--- config.mk ---
export PLATFORM = sky130hd
export DESIGN_NAME = morra_scoreboard_flat
export DESIGN_NICKNAME = d
export VERILOG_FILES = /design/src/rtl/morra_scoreboard_if.sv /design/src/rtl/morra_scoreboard.sv /design/src/flat_wrapper.sv
export SDC_FILE = /design/constraint.sdc
export NUM_CORES = 1
export LEC_CHECK = 0
export BUFFER_PORTS_ARGS = -buffer_cell sky130_fd_sc_hd__buf_2
export CELL_PAD_IN_SITES_DETAIL_PLACEMENT = 2
export CELL_PAD_IN_SITES_GLOBAL_PLACEMENT = 2
export CORE_ASPECT_RATIO = 0.6
export CORE_UTILIZATION = 25
export CTS_CLUSTER_DIAMETER = 200
export DETAILED_ROUTE_END_ITERATION = 6
export PLACE_DENSITY = 0.65
export REMOVE_ABC_BUFFERS = 1
export SYNTH_ARGS = -nofsm -noshare
export SYNTH_HDL_FRONTEND = slang
export SYNTH_SLANG_ARGS = --single-unit
--- constraint.sdc ---
create_clock -name clk -period 4.9 [get_ports clk]
set_clock_uncertainty 0.05 [all_clocks]
set_input_delay 0.735 -clock clk [delete_from_list [all_inputs] [get_ports clk]]
set_output_delay 0.735 -clock clk [all_outputs]
set_load 0.005 [all_outputs]
--- src/rtl/morra_scoreboard_if.sv ---
// morra_scoreboard_if
//   Result-log handshake between the scoreboard and its host/display.
//   res_valid : head of the result FIFO is valid (FIFO non-empty)
//   res_data  : {winner[1:0], rounds[4:0]} of the oldest logged match
//   res_ready : consumer takes the head when res_valid & res_ready
//   master = scoreboard side, slave = consumer side.
interface morra_scoreboard_if;
   logic       res_valid;
   logic [6:0] res_data;
   logic       res_ready;

   modport master (output res_valid, output res_data, input res_ready);
   modport slave  (input res_valid, input res_data, output res_ready);
endinterface

--- src/rtl/morra_scoreboard.sv ---
// morra_scoreboard
//   Watches INIZIA/MANCHE/PARTITA of a MorraCinese game, counts rounds of the
//   current game, keeps saturating match tallies since reset and logs every
//   finished match into a small first-word-fall-through result FIFO.
// Ports
//   clk, rst_n          : clock, asynchronous active-low reset
//   INIZIA              : game restart strobe
//   MANCHE / PARTITA    : round / match result codes (01 P1, 10 P2, 11 draw)
//   p1/p2/draw_rounds   : per-game round counters (saturate at 31)
//   p1/p2/draw_matches  : match tallies (saturate at all-ones)
//   res                 : result FIFO handshake (master side)
//   log_ovf             : sticky, a result was dropped on a full FIFO
module morra_scoreboard #(
   parameter int CNT_W     = 8,
   parameter int LOG_DEPTH = 2
) (
   input  logic               clk,
   input  logic               rst_n,
   input  logic               INIZIA,
   input  logic [1:0]         MANCHE,
   input  logic [1:0]         PARTITA,
   output logic [4:0]         p1_rounds,
   output logic [4:0]         p2_rounds,
   output logic [4:0]         draw_rounds,
   output logic [CNT_W-1:0]   p1_matches,
   output logic [CNT_W-1:0]   p2_matches,
   output logic [CNT_W-1:0]   draw_matches,
   morra_scoreboard_if.master res,
   output logic               log_ovf
);

   localparam int DEPTH = 1 << LOG_DEPTH;
   localparam logic [LOG_DEPTH-1:0] PTR_ONE   = LOG_DEPTH'(1);
   localparam logic [LOG_DEPTH:0]   CNT_ONE   = (LOG_DEPTH + 1)'(1);
   localparam logic [LOG_DEPTH:0]   CNT_FULL  = (LOG_DEPTH + 1)'(DEPTH);
   localparam logic [CNT_W-1:0]     TALLY_ONE = CNT_W'(1);

   localparam logic [1:0] IDLE    = 2'd0;
   localparam logic [1:0] PLAYING = 2'd1;
   localparam logic [1:0] ENDED   = 2'd2;

   logic [1:0]           state_q, state_d;
   logic [4:0]           p1_q, p1_d, p2_q, p2_d, dr_q, dr_d;
   logic [CNT_W-1:0]     p1m_q, p1m_d, p2m_q, p2m_d, drm_q, drm_d;
   logic [6:0]           mem_q [DEPTH];
   logic [6:0]           mem_d [DEPTH];
   logic [LOG_DEPTH-1:0] wr_q, wr_d, rd_q, rd_d;
   logic [LOG_DEPTH:0]   cnt_q, cnt_d;
   logic                 valid_q, valid_d;
   logic [6:0]           data_q, data_d;
   logic                 ovf_q, ovf_d;
   logic                 push_s, push_ok_s, pop_s, full_s;
   logic [6:0]           sum_s;
   logic [4:0]           rounds_s;

   function automatic logic [4:0] inc_round(input logic [4:0] v);
      return (v == 5'd31) ? v : v + 5'd1;
   endfunction

   function automatic logic [CNT_W-1:0] inc_tally(input logic [CNT_W-1:0] v);
      return (v == {CNT_W{1'b1}}) ? v : v + TALLY_ONE;
   endfunction

   // Total rounds of the finishing game: pre-increment counts plus the final round.
   always_comb begin
      sum_s = {2'b00, p1_q} + {2'b00, p2_q} + {2'b00, dr_q}
            + {6'd0, (MANCHE != 2'b00)};
      if (sum_s > 7'd31) begin
         rounds_s = 5'd31;
      end else begin
         rounds_s = sum_s[4:0];
      end
   end

   // Game FSM, round counters and match tallies.
   always_comb begin
      state_d = state_q;
      p1_d    = p1_q;
      p2_d    = p2_q;
      dr_d    = dr_q;
      p1m_d   = p1m_q;
      p2m_d   = p2m_q;
      drm_d   = drm_q;
      push_s  = 1'b0;
      case (state_q)
         PLAYING: begin
            if (INIZIA) begin
               // Restart aborts the game: nothing logged or tallied.
               p1_d = 5'd0;
               p2_d = 5'd0;
               dr_d = 5'd0;
            end else begin
               case (MANCHE)
                  2'b01:   p1_d = inc_round(p1_q);
                  2'b10:   p2_d = inc_round(p2_q);
                  2'b11:   dr_d = inc_round(dr_q);
                  default: p1_d = p1_q;
               endcase
               if (PARTITA != 2'b00) begin
                  push_s  = 1'b1;
                  state_d = ENDED;
                  case (PARTITA)
                     2'b01:   p1m_d = inc_tally(p1m_q);
                     2'b10:   p2m_d = inc_tally(p2m_q);
                     default: drm_d = inc_tally(drm_q);
                  endcase
               end else begin
                  state_d = PLAYING;
               end
            end
         end
         IDLE, ENDED: begin
            if (INIZIA) begin
               state_d = PLAYING;
               p1_d    = 5'd0;
               p2_d    = 5'd0;
               dr_d    = 5'd0;
            end else begin
               state_d = state_q;
            end
         end
         default: state_d = IDLE;
      endcase
   end

   // Result FIFO: a full FIFO still accepts a push when the head leaves that cycle.
   always_comb begin
      mem_d     = mem_q;
      full_s    = (cnt_q == CNT_FULL);
      pop_s     = valid_q & res.res_ready;
      push_ok_s = push_s & (~full_s | pop_s);
      ovf_d     = ovf_q | (push_s & full_s & ~pop_s);
      wr_d      = wr_q;
      rd_d      = rd_q;
      if (push_ok_s) begin
         mem_d[wr_q] = {PARTITA, rounds_s};
         wr_d        = wr_q + PTR_ONE;
      end else begin
         wr_d = wr_q;
      end
      if (pop_s) begin
         rd_d = rd_q + PTR_ONE;
      end else begin
         rd_d = rd_q;
      end
      case ({push_ok_s, pop_s})
         2'b10:   cnt_d = cnt_q + CNT_ONE;
         2'b01:   cnt_d = cnt_q - CNT_ONE;
         default: cnt_d = cnt_q;
      endcase
      // Head is registered so res_valid/res_data come straight from flops.
      valid_d = (cnt_d != '0);
      data_d  = mem_d[rd_d];
   end

   // State registers.
   always_ff @(posedge clk or negedge rst_n) begin
      if (!rst_n) begin
         state_q <= IDLE;
         p1_q    <= 5'd0;
         p2_q    <= 5'd0;
         dr_q    <= 5'd0;
         p1m_q   <= '0;
         p2m_q   <= '0;
         drm_q   <= '0;
         wr_q    <= '0;
         rd_q    <= '0;
         cnt_q   <= '0;
         valid_q <= 1'b0;
         data_q  <= 7'd0;
         ovf_q   <= 1'b0;
         for (int i = 0; i < DEPTH; i++) begin
            mem_q[i] <= 7'd0;
         end
      end else begin
         state_q <= state_d;
         p1_q    <= p1_d;
         p2_q    <= p2_d;
         dr_q    <= dr_d;
         p1m_q   <= p1m_d;
         p2m_q   <= p2m_d;
         drm_q   <= drm_d;
         wr_q    <= wr_d;
         rd_q    <= rd_d;
         cnt_q   <= cnt_d;
         valid_q <= valid_d;
         data_q  <= data_d;
         ovf_q   <= ovf_d;
         mem_q   <= mem_d;
      end
   end

   assign p1_rounds     = p1_q;
   assign p2_rounds     = p2_q;
   assign draw_rounds   = dr_q;
   assign p1_matches    = p1m_q;
   assign p2_matches    = p2m_q;
   assign draw_matches  = drm_q;
   assign res.res_valid = valid_q;
   assign res.res_data  = data_q;
   assign log_ovf       = ovf_q;

endmodule

--- src/flat_wrapper.sv ---
// flat-port wrapper written by rule: the top's interface ports become plain ports
module morra_scoreboard_flat 
#(
   parameter int CNT_W     = 8,
   parameter int LOG_DEPTH = 2
)
  (clk, rst_n, INIZIA, MANCHE, PARTITA, p1_rounds, p2_rounds, draw_rounds, p1_matches, p2_matches, draw_matches, log_ovf, res_res_valid, res_res_data, res_res_ready);
  morra_scoreboard_if res_i ();
  input  logic clk;
  input  logic rst_n;
  input  logic INIZIA;
  input  logic [1:0] MANCHE;
  input  logic [1:0] PARTITA;
  output logic [4:0] p1_rounds;
  output logic [4:0] p2_rounds;
  output logic [4:0] draw_rounds;
  output logic [CNT_W-1:0] p1_matches;
  output logic [CNT_W-1:0] p2_matches;
  output logic [CNT_W-1:0] draw_matches;
  output logic log_ovf;
  output wire logic [$bits(res_i.res_valid)-1:0] res_res_valid;
  output wire logic [$bits(res_i.res_data)-1:0] res_res_data;
  input wire logic [$bits(res_i.res_ready)-1:0] res_res_ready;
  assign res_res_valid = res_i.res_valid;
  assign res_res_data = res_i.res_data;
  assign res_i.res_ready = res_res_ready;
  morra_scoreboard #(.CNT_W(CNT_W), .LOG_DEPTH(LOG_DEPTH)) u_core (.clk(clk), .rst_n(rst_n), .INIZIA(INIZIA), .MANCHE(MANCHE), .PARTITA(PARTITA), .p1_rounds(p1_rounds), .p2_rounds(p2_rounds), .draw_rounds(draw_rounds), .p1_matches(p1_matches), .p2_matches(p2_matches), .draw_matches(draw_matches), .res(res_i), .log_ovf(log_ovf));
endmodule
==> flow_summary.yaml <==
outcome:
  status: "finished clean"
place:
  dp_hpwl_mm: 9.55
  io_buffers: 55
  gp_congestion: 0.783
  preCtsSetupSlack_ns: 1.01
  placed_cell_area_um2: 4940
power_and_ir_drop:
  power_switching_mw: 0.985
  seq_power_share: 0.399
  internal_power_mw: 1.73
  vdd_drop_max_uv: 182
  sw_frac_of_total: 0.364
  p_clk_frac: 0.267
  combPwrFrac: 0.334
  power.static_leakage_nw: 2.52
  pwr_density_cell_nw_per_um2: 516
critical_path:
  crit_path_max_fanout: 12
  cp_data_arrival_time_ns: 4.14
  crit_type: "reg2reg"
  cp-start-kind: "flop"
  worstPathRequired_ns: 5.07
  endpoint_kind: "flop"
detailed_routing:
  routed_wl_mm: 12.5
  vias: 3374
  drt.antenna.violating_nets: 0
  first_pass_iters: 4
  viasPerCell: 4.71
  drcViolationCount: 0
  wl_per_cell_um: 17.5
  drtIter0Drc: 121
logic_synthesis:
  synth_cells: 414
  yosys.area.top_type_share: 0.484
  yosys-top-cells-area: "dfrtp_1, ha_1, nor2_1, xnor2_1, nand2_1"
  async_flop_share: 1.00
  synth_most_common_cell: "dfrtp_1"
  synth.cell_area_um2: 4390
  yosys_warnings: 0
  synth_common_cells: "dfrtp_1, nor2_1, nand2_1, ha_1, xnor2_1"
  syn_area_per_cell_um2: 10.6
  synth_edf_count: 0
  ys.flop_type: "dfrtp_1"
  yosys.cell_types.count: 50
  yosysSeqAreaShare: 0.484
  synth_top_area_cell: "dfrtp_1"
  synth_seq_cells: 85
clock_network:
  cts.clk_slew.worst_paths_ns: 0.07
  post_cts_buffers: 0
  clk_path_buf_depth: 2
  clk_latency_ns: 0.35
  clockRootBuffer: "clkbuf_16"
  cts-resized-gates: 0
  cts_tree: "built"
  cts_buffers: 9
  postCtsHoldBufs: 0
  h-tree-depth: 3
  cts.sinks: 85
finish:
  fill_cells: 1889
  final_layout_size_suffix_gt1_frac: 0.205
  fin_nets: 515
  synthToLayoutAreaGrowth_pct: 19.5
  final_area_um2: 5250
  antennaDiodeCount: 0
timing:
  tightest_slew_ns: 0.726
  rsz0062_at_grt: "no"
  hold_viol: 0
  max_slew_margin: 0.513
  max_freq_ghz: 0.252
  setup_violations: 0
  min_period_ns: 3.97
  fin_crit_sh: 0.811
  maxSlewViolCount: 0
  hold_ws_ns: 0.302
  tns_ns: 0
  setup_ws_ns: 0.927
global_routing:
  grt.total_usage: 0.150
  antenna_found_initial: 0
  grt_pass1_vias: 3823
  grt_pass1_wl_mm: 21.0
  grt_max_degree: 51
  globalRouteOverflowTotal: 0
floorplanning:
  num_rows: 37
  die_w_um: 173
  io_pins: 56
  core-area_um2: 17200
  initial_utilization: 0.256
  die-area_um2: 18100
  die_h_um: 105
worst_hold_path:
  hold_path_class: "in2async"
flow_run:
  cap_violations: 0
## layout by cell type, fill, tap and decap left out, drive strengths merged, types with 4 or more instances in the layout
master  instances
a21oi          22
clkbuf          9
nand2          41
and3            9
nand3           7
xor2           12
clkinv          4
fa              4
inv            21
dfrtp          85
buf            60
mux2            8
nand4           9
a211oi         10
xnor2          21
ha             25
nor2           49
a21o            6
nor3           13
or3             5
o21ai          24
## final timing paths
kind,startpoint,end,slack [ns],cells past startpoint
setup / recovery,u_core.p1_rounds[0],u_core.res.res_data[4],0.93,12
hold / removal,rst_n,u_core.p2_matches[5],0.30,1
setup reg to reg,u_core.p1_rounds[0],u_core.res.res_data[4],0.93,12
hold reg to reg,u_core.mem_q[22],u_core.mem_q[22],0.45,2
max in group asynchronous,rst_n,u_core.res.res_data[2],3.42,2
min in group clk,u_core.mem_q[22],u_core.mem_q[22],0.45,2
## cell families after synthesis
kind of cell             count (synthesis)  share of synthesized area
buffers and inverters                   27                     0.0310
adder cells (fa/ha/maj)                 29                     0.0894
AO/OA/AOI/OAI                           80                      0.130
multiplexers                            13                     0.0376
XOR/XNOR                                33                     0.0658
AND/OR/NAND/NOR                        147                      0.162
flip-flops                              85                      0.484
## power by group through the flow
stage	clock, mW	sequential [mW]	combinational (mW)
floorplan	0	1.07	0.578
finish	0.723	1.08	0.906
detailed placement	0	1.10	0.917
global placement	0	1.08	0.869
CTS	0.752	1.09	0.923
global route	0.773	1.11	1.03
## registers in the layout, indices dropped and copies added (netlist names)
name	cells
u_core.state_q	2
u_core.p2_matches	8
u_core.draw_matches	8
u_core.wr_q	2
u_core.res.res_valid	1
u_core.p1_matches	8
u_core.p1_rounds	5
u_core.draw_rounds	5
u_core.cnt_q	3
u_core.p2_rounds	5
u_core.mem_q	28
u_core.rd_q	2
u_core.log_ovf	1
u_core.res.res_data	7
## area by class of cell
cell class | instances | area [um2] | share of cell area
clock inverter | 7 | 85.1 | 0.0162
multi-input combinational | 302 | 2130 | 0.406
clock buffer | 9 | 225 | 0.0429
timing repair buffer | 60 | 315 | 0.0601
tap | 234 | 293 | 0.0558
sequential | 85 | 2130 | 0.405
inverter | 20 | 75.1 | 0.0143
## worst max-delay path, stage by stage (launching register included)
cell      delay (ns)
dfrtp_1         0.44
ha_1            0.26
fa_1            0.41
a21o_1          0.20
a21oi_1         0.17
xnor2_1         0.14
ha_1            0.30
and3_1          0.20
a2111o_1        0.43
mux2_2          0.40
a21oi_1         0.38
a211oi_1        0.14
o31a_1          0.33
## through the flow
step / total power, mW / utilization / cells
finish: 2.71 / 0.306 / 717
global route: 2.91 / 0.306 / 717
CTS: 2.76 / 0.306 / 717
detailed placement: 2.02 / 0.288 / 701
global placement: 1.95 / 0.288 / 701
floorplan: 1.65 / - / 407
## per-layer routing
metal / routed length, um / GRT usage / up-vias
met1: 6520 / 0.215 / 1732
met3: 492 / 0.0353 / 16
met2: 5350 / 0.222 / 61
met4: 169 / 0.0436 / 0
met5: 0 / 0 / -
li1: - / - / 1565
No activity file was read; power rests on OpenSTA's default activity.
